$ cat src/rtl/sram_access_ctrl.sv
// Request-side sequencer for the SRAM array: splits word-unit addresses into
// row/lane fields for the bitline-mask decoder, sequences wordline and sense
// timing, replicates write data across lanes and extracts read data.
module sram_access_ctrl #(
    parameter int ADDR_W    = 10,
    parameter int ROW_W     = 8,
    parameter int WL_CYC    = 2,
    parameter int SENSE_CYC = 1
) (
    input  logic              clk,
    input  logic              rst,
    input  logic              req_valid,
    output logic              req_ready,
    input  logic              req_we,
    input  logic [1:0]        req_conf,
    input  logic [ADDR_W-1:0] req_addr,
    input  logic [31:0]       req_wdata,
    output logic [ROW_W-1:0]  row_addr,
    output logic [1:0]        lane_addr,
    output logic [1:0]        conf_out,
    output logic              wl_en,
    output logic              we,
    output logic              sense_en,
    output logic [31:0]       wdata_bl,
    input  logic [31:0]       array_rdata,
    output logic              resp_valid,
    input  logic              resp_ready,
    output logic [31:0]       resp_rdata,
    output logic              resp_err
);

    localparam int CNT_W = 8;
    localparam logic [CNT_W-1:0] WL_LAST    = CNT_W'(WL_CYC - 1);
    localparam logic [CNT_W-1:0] SENSE_LAST = CNT_W'(SENSE_CYC - 1);

    typedef enum logic [1:0] {
        ST_IDLE  = 2'd0,
        ST_WL    = 2'd1,
        ST_SENSE = 2'd2,
        ST_RESP  = 2'd3
    } state_e;

    state_e             state_q, state_d;
    logic [CNT_W-1:0]   cnt_q, cnt_d;
    logic               req_we_q, req_we_d;

    logic               wl_en_q, we_str_q, sense_en_q, resp_valid_q, req_ready_q;
    logic [ROW_W-1:0]   row_q;
    logic [1:0]         lane_q;
    logic [1:0]         conf_q;
    logic [31:0]        wdata_bl_q;
    logic [31:0]        resp_rdata_q;
    logic               resp_err_q;

    logic               accept_s;
    logic               sense_done_s;
    logic               resp_done_s;
    logic               dec_err_s;
    logic [ROW_W-1:0]   dec_row_s;
    logic [1:0]         dec_lane_s;
    logic [31:0]        dec_wdata_s;

    // Replicate LSB-aligned narrow write data across every lane it may land in.
    function automatic logic [31:0] replicate_wdata(input logic [1:0] conf, input logic [31:0] data);
        logic [31:0] res;
        case (conf)
            2'b00:   res = data;
            2'b01:   res = {2{data[15:0]}};
            2'b10:   res = {4{data[7:0]}};
            default: res = 32'd0;
        endcase
        return res;
    endfunction

    // Pick the addressed half/byte out of the raw row word and zero-extend it.
    function automatic logic [31:0] extract_rdata(input logic [1:0] conf, input logic [1:0] lane,
                                                  input logic [31:0] data);
        logic [31:0] res;
        case (conf)
            2'b00: res = data;
            2'b01: begin
                if (lane[0]) begin
                    res = {16'd0, data[31:16]};
                end else begin
                    res = {16'd0, data[15:0]};
                end
            end
            2'b10: begin
                case (lane)
                    2'd0:    res = {24'd0, data[7:0]};
                    2'd1:    res = {24'd0, data[15:8]};
                    2'd2:    res = {24'd0, data[23:16]};
                    2'd3:    res = {24'd0, data[31:24]};
                    default: res = 32'd0;
                endcase
            end
            default: res = 32'd0;
        endcase
        return res;
    endfunction

    assign accept_s     = (state_q == ST_IDLE) && req_valid;
    assign sense_done_s = (state_q == ST_SENSE) && (cnt_q == SENSE_LAST);
    assign resp_done_s  = (state_q == ST_RESP) && resp_ready;

    // Address split and range check for the incoming request.
    always_comb begin
        dec_err_s   = 1'b0;
        dec_row_s   = '0;
        dec_lane_s  = 2'd0;
        case (req_conf)
            2'b00: begin
                dec_row_s  = req_addr[ROW_W-1:0];
                dec_lane_s = 2'd0;
                dec_err_s  = |req_addr[ADDR_W-1:ROW_W];
            end
            2'b01: begin
                dec_row_s  = req_addr[ROW_W:1];
                dec_lane_s = {1'b0, req_addr[0]};
                dec_err_s  = req_addr[ADDR_W-1];
            end
            2'b10: begin
                dec_row_s  = req_addr[ADDR_W-1:2];
                dec_lane_s = req_addr[1:0];
                dec_err_s  = 1'b0;
            end
            default: begin
                dec_err_s  = 1'b1;
            end
        endcase
        dec_wdata_s = dec_err_s ? 32'd0 : replicate_wdata(req_conf, req_wdata);
    end

    // Next-state, phase counter and latched-direction logic.
    always_comb begin
        state_d  = state_q;
        cnt_d    = cnt_q;
        req_we_d = req_we_q;
        case (state_q)
            ST_IDLE: begin
                if (req_valid) begin
                    cnt_d    = '0;
                    req_we_d = req_we;
                    state_d  = dec_err_s ? ST_RESP : ST_WL;
                end else begin
                    state_d  = ST_IDLE;
                end
            end
            ST_WL: begin
                if (cnt_q == WL_LAST) begin
                    cnt_d   = '0;
                    state_d = req_we_q ? ST_RESP : ST_SENSE;
                end else begin
                    cnt_d   = cnt_q + CNT_W'(1);
                end
            end
            ST_SENSE: begin
                if (cnt_q == SENSE_LAST) begin
                    cnt_d   = '0;
                    state_d = ST_RESP;
                end else begin
                    cnt_d   = cnt_q + CNT_W'(1);
                end
            end
            ST_RESP: begin
                if (resp_ready) begin
                    state_d = ST_IDLE;
                end else begin
                    state_d = ST_RESP;
                end
            end
            default: begin
                state_d = ST_IDLE;
                cnt_d   = '0;
            end
        endcase
    end

    // State, counter and strobe registers; strobes are decoded from the next state.
    always_ff @(posedge clk or posedge rst) begin
        if (rst) begin
            state_q      <= ST_IDLE;
            cnt_q        <= '0;
            req_we_q     <= 1'b0;
            wl_en_q      <= 1'b0;
            we_str_q     <= 1'b0;
            sense_en_q   <= 1'b0;
            resp_valid_q <= 1'b0;
            req_ready_q  <= 1'b1;
        end else begin
            state_q      <= state_d;
            cnt_q        <= cnt_d;
            req_we_q     <= req_we_d;
            wl_en_q      <= (state_d == ST_WL);
            we_str_q     <= (state_d == ST_WL) && req_we_d;
            sense_en_q   <= (state_d == ST_SENSE);
            resp_valid_q <= (state_d == ST_RESP);
            req_ready_q  <= (state_d == ST_IDLE);
        end
    end

    // Request fields latched at accept, read data captured on the last sense cycle.
    always_ff @(posedge clk or posedge rst) begin
        if (rst) begin
            row_q        <= '0;
            lane_q       <= 2'd0;
            conf_q       <= 2'd0;
            wdata_bl_q   <= 32'd0;
            resp_rdata_q <= 32'd0;
            resp_err_q   <= 1'b0;
        end else begin
            if (accept_s) begin
                wdata_bl_q   <= dec_wdata_s;
                resp_err_q   <= dec_err_s;
                resp_rdata_q <= 32'd0;
                if (!dec_err_s) begin
                    row_q  <= dec_row_s;
                    lane_q <= dec_lane_s;
                    conf_q <= req_conf;
                end
            end else if (sense_done_s) begin
                resp_rdata_q <= extract_rdata(conf_q, lane_q, array_rdata);
            end else if (resp_done_s) begin
                resp_err_q   <= 1'b0;
            end
        end
    end

    assign req_ready  = req_ready_q;
    assign row_addr   = row_q;
    assign lane_addr  = lane_q;
    assign conf_out   = conf_q;
    assign wl_en      = wl_en_q;
    assign we         = we_str_q;
    assign sense_en   = sense_en_q;
    assign wdata_bl   = wdata_bl_q;
    assign resp_valid = resp_valid_q;
    assign resp_rdata = resp_rdata_q;
    assign resp_err   = resp_err_q;

endmodule

$ cat config.mk
export PLATFORM = sky130hd
export DESIGN_NAME = sram_access_ctrl
export DESIGN_NICKNAME = d
export VERILOG_FILES = /design/src/rtl/sram_access_ctrl.sv
export SDC_FILE = /design/constraint.sdc
export NUM_CORES = 1
export LEC_CHECK = 0
export BUFFER_PORTS_ARGS = -buffer_cell sky130_fd_sc_hd__buf_4
export CELL_PAD_IN_SITES_DETAIL_PLACEMENT = 0
export CELL_PAD_IN_SITES_GLOBAL_PLACEMENT = 1
export CORE_ASPECT_RATIO = 0.9
export CORE_MARGIN = 2
export CORE_UTILIZATION = 41
export CTS_CLUSTER_DIAMETER = 150
export DETAILED_ROUTE_END_ITERATION = 7
export GPL_TIMING_DRIVEN = 1
export PLACE_DENSITY_LB_ADDON = 0.1
export SYNTH_ARGS = -nofsm -noshare
export SYNTH_HDL_FRONTEND = slang
export SYNTH_SLANG_ARGS = --single-unit
$ cat constraint.sdc
create_clock -name clk -period 4.6 [get_ports clk]
set_input_delay 0.69 -clock clk [delete_from_list [all_inputs] [get_ports clk]]
set_output_delay 0.69 -clock clk [all_outputs]
set_load 0.02 [all_outputs]
==> key figures, run 1 <==
Cells and area
  • Area growth from synthesis to final layout: 35.75%
  • Fraction of layout cells with a size suffix above 1: 34.34%
  • Number of nets in the final layout: 682
  • Ant diodes: 0
  • Final Instance Area: 6381 um^2

Worst setup path
  • Delay contributed by the slowest stage of the critical path: 0.74 ns
  • Cell mode on critical path: buf_4
  • Slowest CP cell: o21ai_2
  • Kind of critical path: input pin to flip-flop
  • Arrival time reported for the critical path endpoint: 3.18 ns
  • Critical Path Start Type: input pin
  • Critical-path maximum fanout: 19
  • Worst EP required: 4.82 ns
  • Crit path cell chain: buf_4 -> inv_1 -> ha_1 -> a21oi_1 -> o21ai_2 -> buf_4 -> o2bb2ai_1 -> and3b_1
  • Crit path max-delay family: compound AO/OA/AOI/OAI gates
  • Crit end category: flip-flop
  • Startpoint of the most critical register-to-register path: state_q[0]
  • Crit path launch: req_conf[1]
  • Number of buffer and inverter stages on the critical path: 3

Job
  • Number of max-cap violations: 0

Clock tree
  • Setup Buffers After CTS: 0
  • Count of hold buffers inserted by post-cts repair: 0
  • Maximum level of the CTS H-tree: 3
  • Maximum root-to-sink buffer count: 2
  • Worst-path clk slew: 0.07 ns
  • Post-CTS resize count: 0
  • CTS tree: built
  • Clock insertion delay at the later pin of the skew report: 0.34 ns
  • CTS Root Buffer Type: clkbuf_16
  • Number of CTS-inserted buffers: 9
  • Number of clock sinks: 93

Die
  • Horizontal die dimension: 116.9 um
  • Floorplan die area: 12,340 um^2
  • Core area: ~11,000 um^2
  • Num ports: 163
  • Std cell rows: 37
  • Starting utilization of the core area: 41.61%
  • Chip height: 105.6 um

Power
  • Total power after layout: 3960 uW
  • Net switching component of the power: 1563 uW
  • Pwr/cell area: 620.6 nW/um^2
  • Fraction of power spent switching nets: 39.45%
  • Leakage power figure: 0.003050 uW
  • Maximum vdd drop: around 0.36 mV
  • Comb power frac: around 43%
  • Clk network pwr share: 21.8%
  • Internal power of the cells: 2398 uW
  • Sequential power share: 34.7%

Synthesis
  • Synthesized-area fraction occupied by ao, oa, aoi and oai cells: a little over a quarter
  • Arithmetic-cell share of the synthesized area counting full adders, half adders and majority gates: 3.194%
  • Most instantiated flip-flop cell in the synthesis netlist: dfrtp_1
  • Nets in the synthesized netlist: 537
  • Synth Warn #: 0
  • Gate count of the mapped netlist: roughly 440
  • Simple logic cell fraction of the synthesized area: a little over a tenth
  • Average instance area after synthesis: 10.59 um^2
  • Post-synth EDFFs: 0
  • Portion of the post-synthesis area used by sequential elements: 49.53%
  • Mapped Area: 4701 um^2
  • Portion of netlist area occupied by mux cells: under 10%
  • Register bit count reported by yosys: 93
  • Synthesized-area fraction occupied by xor and xnor cells: 0%
  • Main combinational cell family by area after synthesis: compound AO/OA/AOI/OAI gates
  • Async S/R FF share, synth: 100.0%
  • Distinct cell type count of the synthesized netlist: between 40 and 50

GRT
  • Congestion Overflow GR: 0
  • Vias in the first global route: approximately 4,000
  • Number of antenna violations at the first check in global routing: 0
  • Wire length of the first global-routing pass: 21,620 um
  • GRT Overall Usage: around 23%
  • Largest net degree at the start of global routing: 58

Detailed routing
  • Post-DR wirelength/cell: ~19 um
  • Drt first pass iters: 8
  • Routed via count: 4,258
  • DRC errors left: 0
  • Routed vias/inst: 5.677
  • DRT Wirelength: about 14,000 um
  • Number of DRC violations after detailed-routing iteration 0: 375
  • Detail Route Antenna Nets: 0

STA
  • Worst Skew: 0.009236 ns
  • Tightest Pin Transition: 0.9529 ns
  • Final critical-path required period: between 2 and 3 ns
  • Worst-case setup margin in the final layout: 1.646 ns
  • Crit share post-route: 64.22%
  • Slew margin rel.: 36.48%
  • Setup total negative slack: 0 ns
  • Setup repair after global routing missed its margin: false
  • Final-report setup violation count: 0
  • Hold Vio Cnt, Final: 0
  • FMAX: 338.5 MHz
  • Max Slew Vio Count: 0

Placed design
  • Port Buffer Count: 162
  • Detailed Place HPWL: 9886 um
  • Setup WS pre-CTS: 1.314 ns
  • Cell area after placement: between 6000 and 7000 um^2
  • Routability-driven placement congestion ratio: 0.8032

Hold path
  • Min-Delay Path Class: input pin to asynchronous set/reset pin

Run status
  • Status: completed
==> logic make-up (layout without fill, tap and decap cells) <==
group           after synthesis  count (layout)
buf+inv                      46             196
simple gates                108             108
mux                          21              21
flops                        93              93
fa+ha+maj                    12              12
compound gates              164             164
==> final timing paths <==
path                                end  slack [ns]  cells after the start
setup / recovery                     we        1.65                      8
hold / removal              row_addr[5]        0.48                      2
setup reg to reg            wdata_bl[2]        2.17                      7
hold reg to reg            wdata_bl[14]        0.48                      2
max in group asynchronous     req_ready        3.12                      3
min in group clk           wdata_bl[14]        0.48                      2
==> registers in the layout, indices dropped and copies added, names as in the netlist <==
register    count
wl_en           1
req_we_q        1
resp_valid      1
row_addr        8
conf_out        2
req_ready       1
cnt_q           8
sense_en        1
resp_err        1
we              1
lane_addr       2
state_q         2
resp_rdata     32
wdata_bl       32
==> power groups by stage <==
stage	logic, uW	registers, uW	clock network (uW)
finish	1720	1370	865
global route	1870	1420	916
CTS	1730	1370	886
detailed placement	1730	1380	0
global placement	1710	1380	0
floorplan	761	1620	0
==> placed cells by master, fill, tap and decap left out, drive strengths merged, types with 6 or more instances in the layout <==
cell type and count:
buf 168, dfrtp 92, nand2 63, a22o 32, o21ai 29, o31ai 26
a22oi 17, a222oi 16, mux2i 13, nor2b 12, ha 12, inv 12
nor2 11, clkbuf 10, a31oi 8, o22ai 7, a32oi 6
==> worst register-to-register path, cell delays in order, from the launching register on <==
cell      delay [ns]
dfrtp_1         0.41
inv_1           0.15
ha_1            0.27
and2_0          0.36
o211ai_1        0.27
buf_4           0.28
nor2_1          0.44
a22o_1          0.21
==> synthesized netlist by cell type, drive strengths merged, types with 2 or more instances <==
cell type,number,area [um^2]
a222oi,16,160.2
and2,4,25.03
a32oi,6,52.55
o22ai,7,43.79
nor2,11,48.80
o211ai,5,37.54
o21ai,29,148.9
or2,3,18.77
a22oi,17,127.6
mux2i,13,130.1
mux2,3,33.78
nor4,3,33.78
buf,8,40.04
a31oi,8,50.05
o31ai,26,195.2
inv,12,45.04
dfrtp,92,2302
a22o,32,280.3
a21oi,4,20.02
ha,12,150.1
nand4,2,18.77
o2111ai,5,43.79
nor2b,12,75.07
nor3,3,15.01
clkbuf,26,97.59
nand3,4,20.02
nand2,63,236.5
mux4,5,112.6
==> layout make-up <==
cell class / count / area, um^2
clock buffer: 10 / 239.0
inverter: 12 / 47.55
multi-input combinational: 305 / 2200
clock inverter: 6 / 110.1
timing repair buffer: 168 / 1261
sequential: 93 / 2328
fill: 1027 / 4915
tap: 156 / 195.2
==> per-layer routing <==
metal | up-vias | routed length [um] | track usage (%)
met3 | 15 | 1004 | 4.945
met1 | 2081 | 6465 | 34.50
met4 | 0 | 195 | 5.798
met2 | 164 | 6223 | 32.45
li1 | 1998 | - | -
met5 | - | 0 | 0
==> through the flow <==
stage / utilization, % / instances / hold WS [ns]
floorplan: - / 444 / 0.4594
global placement: 53.40 / 734 / 0.4607
detailed placement: 53.40 / 734 / 0.4670
CTS: 56.49 / 750 / 0.4817
global route: 56.49 / 750 / 0.5045
finish: 56.49 / 750 / 0.4806
(Power assumes the default switching activity.)
==> inputs of run 2 (changes only) <==
--- a/config.mk
+++ b/config.mk
@@ -10,7 +10,7 @@
 export CELL_PAD_IN_SITES_GLOBAL_PLACEMENT = 1
 export CORE_ASPECT_RATIO = 0.9
 export CORE_MARGIN = 2
-export CORE_UTILIZATION = 41
+export CORE_UTILIZATION = 34
 export CTS_CLUSTER_DIAMETER = 150
 export DETAILED_ROUTE_END_ITERATION = 7
 export GPL_TIMING_DRIVEN = 1
==> constraint.sdc (replaced) <==
create_clock -name clk -period 2.6 [get_ports clk]
set_input_delay 0.39 -clock clk [delete_from_list [all_inputs] [get_ports clk]]
set_output_delay 0.39 -clock clk [all_outputs]
set_load 0.02 [all_outputs]
==> key figures, run 2 (synthesis gave the netlist of run 1 again) <==
Run status
  • Status: finished, violations left (was completed)
  • Violated checks: DRC

Cells and area
  • Ant diodes: 0 (unchanged)
  • Fillers: 1,269 (was 1,027)
  • Number of nets in the final layout: 690 (was 682)
  • Leading cell type in the layout, fill and taps excluded: buf_4 (unchanged)
  • Fraction of layout cells with a size suffix above 1: 35.22% (was 34.34%)
  • Highest-count cells in the layout ignoring fill and taps: buf_4 (174), dfrtp_1 (92), nand2_1 (63) (was buf_4 (168), dfrtp_1 (92), nand2_1 (63))
  • Fraction of the core area covered by cells at the end of the flow: 48.09% (was 56.49%)
  • Area growth from synthesis to final layout: 37.21% (was 35.75%)

STA
  • FMAX: around 480 MHz
  • Setup repair after global routing missed its margin: false (unchanged)
  • Hold Vio Cnt, Final: 0 (unchanged)
  • Crit share post-route: 80.57%
  • Worst-case setup margin in the final layout: 0.5051 ns (was 1.646 ns)
  • Tightest Pin Transition: 0.5765 ns (was 0.9529 ns)
  • Final critical-path required period: 2.095 ns
  • Setup total negative slack: 0 ns (unchanged)
  • Max Slew Vio Count: 0 (unchanged)
  • Slew margin rel.: 61.57% (was 36.48%)
  • Worst slack on hold paths: 0.1888 ns (was 0.4806 ns)
  • Final-report setup violation count: 0 (unchanged)
  • Worst Skew: 0.01077 ns (was 0.009236 ns)

Worst setup path
  • Critical-path maximum fanout: 8 (was 19)
  • Delay contributed by the slowest stage of the critical path: 0.45 ns (was 0.74 ns)
  • Critical Path Start Type: flip-flop (was input pin)
  • Kind of critical path: flip-flop to flip-flop (was input pin to flip-flop)
  • Arrival time reported for the critical path endpoint: 2.38 ns (was 3.18 ns)
  • Worst EP required: 2.88 ns (was 4.82 ns)
  • Count of cells along the worst register-to-register path: 6 (was 7)
  • Crit end category: flip-flop (unchanged)
  • Slowest CP cell: nor2_1 (was o21ai_2)
  • Crit path cell chain: inv_1 -> ha_1 -> and2_0 -> o211ai_1 -> nor2_1 -> a22o_1 (was buf_4 -> inv_1 -> ha_1 -> a21oi_1 -> o21ai_2 -> buf_4 -> o2bb2ai_1 -> and3b_1)

Die
  • Num ports: 163 (unchanged)
  • Floorplan die area: 14,780 um^2 (was 12,340 um^2)
  • Starting utilization of the core area: 35.05% (was 41.61%)
  • Core area: 13,410 um^2 (was 11,300 um^2)
  • Std cell rows: 40 (was 37)
  • Chip height: 115.6 um (was 105.6 um)
  • Horizontal die dimension: 127.9 um (was 116.9 um)

Detailed routing
  • DRC errors left: 2 (was 0)
  • Number of DRC violations after detailed-routing iteration 0: 324 (was 375)
  • Detail Route Antenna Nets: 0 (unchanged)
  • Drt first pass iters: 8 (unchanged)
  • DRT Wirelength: 14,900 um (was 13,890 um)
  • Post-DR wirelength/cell: 19.35 um (was 18.52 um)
  • Routed via count: 4,273 (was 4,258)
  • Routed vias/inst: 5.549 (was 5.677)

Clock tree
  • Post-CTS resize count: 0 (unchanged)
  • Maximum level of the CTS H-tree: 3 (unchanged)
  • Clock insertion delay at the later pin of the skew report: 0.35 ns (was 0.34 ns)
  • Maximum root-to-sink buffer count: 2 (unchanged)
  • Setup Buffers After CTS: 0 (unchanged)
  • Number of clock sinks: 93 (unchanged)
  • Number of CTS-inserted buffers: 9 (unchanged)
  • Worst-path clk slew: 0.07 ns (about the same)
  • Count of hold buffers inserted by post-cts repair: 0 (unchanged)
  • CTS Root Buffer Type: clkbuf_16 (unchanged)
  • CTS tree: built (unchanged)

GRT
  • Congestion Overflow GR: 0 (unchanged)
  • Number of antenna violations at the first check in global routing: 0 (unchanged)
  • Wire length of the first global-routing pass: 23,170 um (was 21,620 um)
  • Vias in the first global route: 4,245 (was 3,981)
  • GRT Overall Usage: 20.35% (was 22.59%)
  • Largest net degree at the start of global routing: 94 (was 58)

Hold path
  • Min-Delay Path Class: input pin to asynchronous set/reset pin (unchanged)

Placed design
  • Detailed Place HPWL: 10,840 um (was 9886 um)
  • Setup WS pre-CTS: 0.4927 ns (was 1.314 ns)
  • Port Buffer Count: 162 (unchanged)
  • Routability-driven placement congestion ratio: 0.8981 (was 0.8032)

Job
  • Number of max-cap violations: 0 (unchanged)

Power
  • Pwr/cell area: 1076 nW/um^2 (was 620.6 nW/um^2)
  • Leakage power figure: 0.003083 uW (was 0.003050 uW)
  • Maximum vdd drop: 0.5877 mV (was 0.3601 mV)
  • Total power after layout: 6939 uW (was 3960 uW)
[run 2: cell count changes in the layout (fill, tap and decap cells not counted), sizes merged]
cell	delta
buf	+8
bufinv	-2
inv	+2
clkbuf	+1
clkinv	-1
[run 2: path summary, 6_finish.rpt]
kind,start,endpoint,slack (ns)
min reg2reg,wdata_bl[22],wdata_bl[22],0.48
max,state_q[0],wdata_bl[3],0.51
min,rst,resp_rdata[18],0.19
min in group clk,resp_ready,resp_err,0.26
max in group asynchronous,rst,req_ready,2.02
max reg2reg,state_q[0],wdata_bl[3],0.51
[run 2: power breakdown]
part | internal [uW] | switching (uW) | total (uW)
sequential | 1970 | 387 | 2360
combinational | 1360 | 1830 | 3190
clock | 808 | 584 | 1390
[run 2: final cells by class]
| type | instances | area [um^2] | share of cell area [%] |
|---|---|---|---|
| clock inverter | 5 | 63.81 | 0.9893 |
| multi-input combinational | 305 | 2200 | 34.10 |
| inverter | 12 | 48.80 | 0.7565 |
| sequential | 93 | 2328 | 36.10 |
| tap | 168 | 210.2 | 3.259 |
| timing repair buffer | 176 | 1346 | 20.87 |
| clock buffer | 11 | 252.7 | 3.919 |
[run 2: worst max-delay path, delay by kind of cell (launching register included)]
family	cells	cell delay, ns
and+or+nand+nor	2	0.80
adders and majority gates	1	0.25
DFF	1	0.40
buffers and inverters	1	0.15
AOI/OAI and AO/OA	2	0.42
[run 2: stage by stage]
| stage | instance area (um^2) | std cells |
|---|---|---|
| global placement | 6133 | 754 |
| CTS | 6450 | 770 |
| global route | 6450 | 770 |
| detailed placement | 6133 | 754 |
| floorplan | 4705 | 444 |
| finish | 6450 | 770 |
[run 2: metal layers]
metal	GRT usage, %	up-vias	share of wire (%)
met5	0	-	0
met4	7.033	0	2.0
met2	31.34	145	46
met1	28.74	2090	47
li1	-	2018	-
met3	4.201	20	5.0
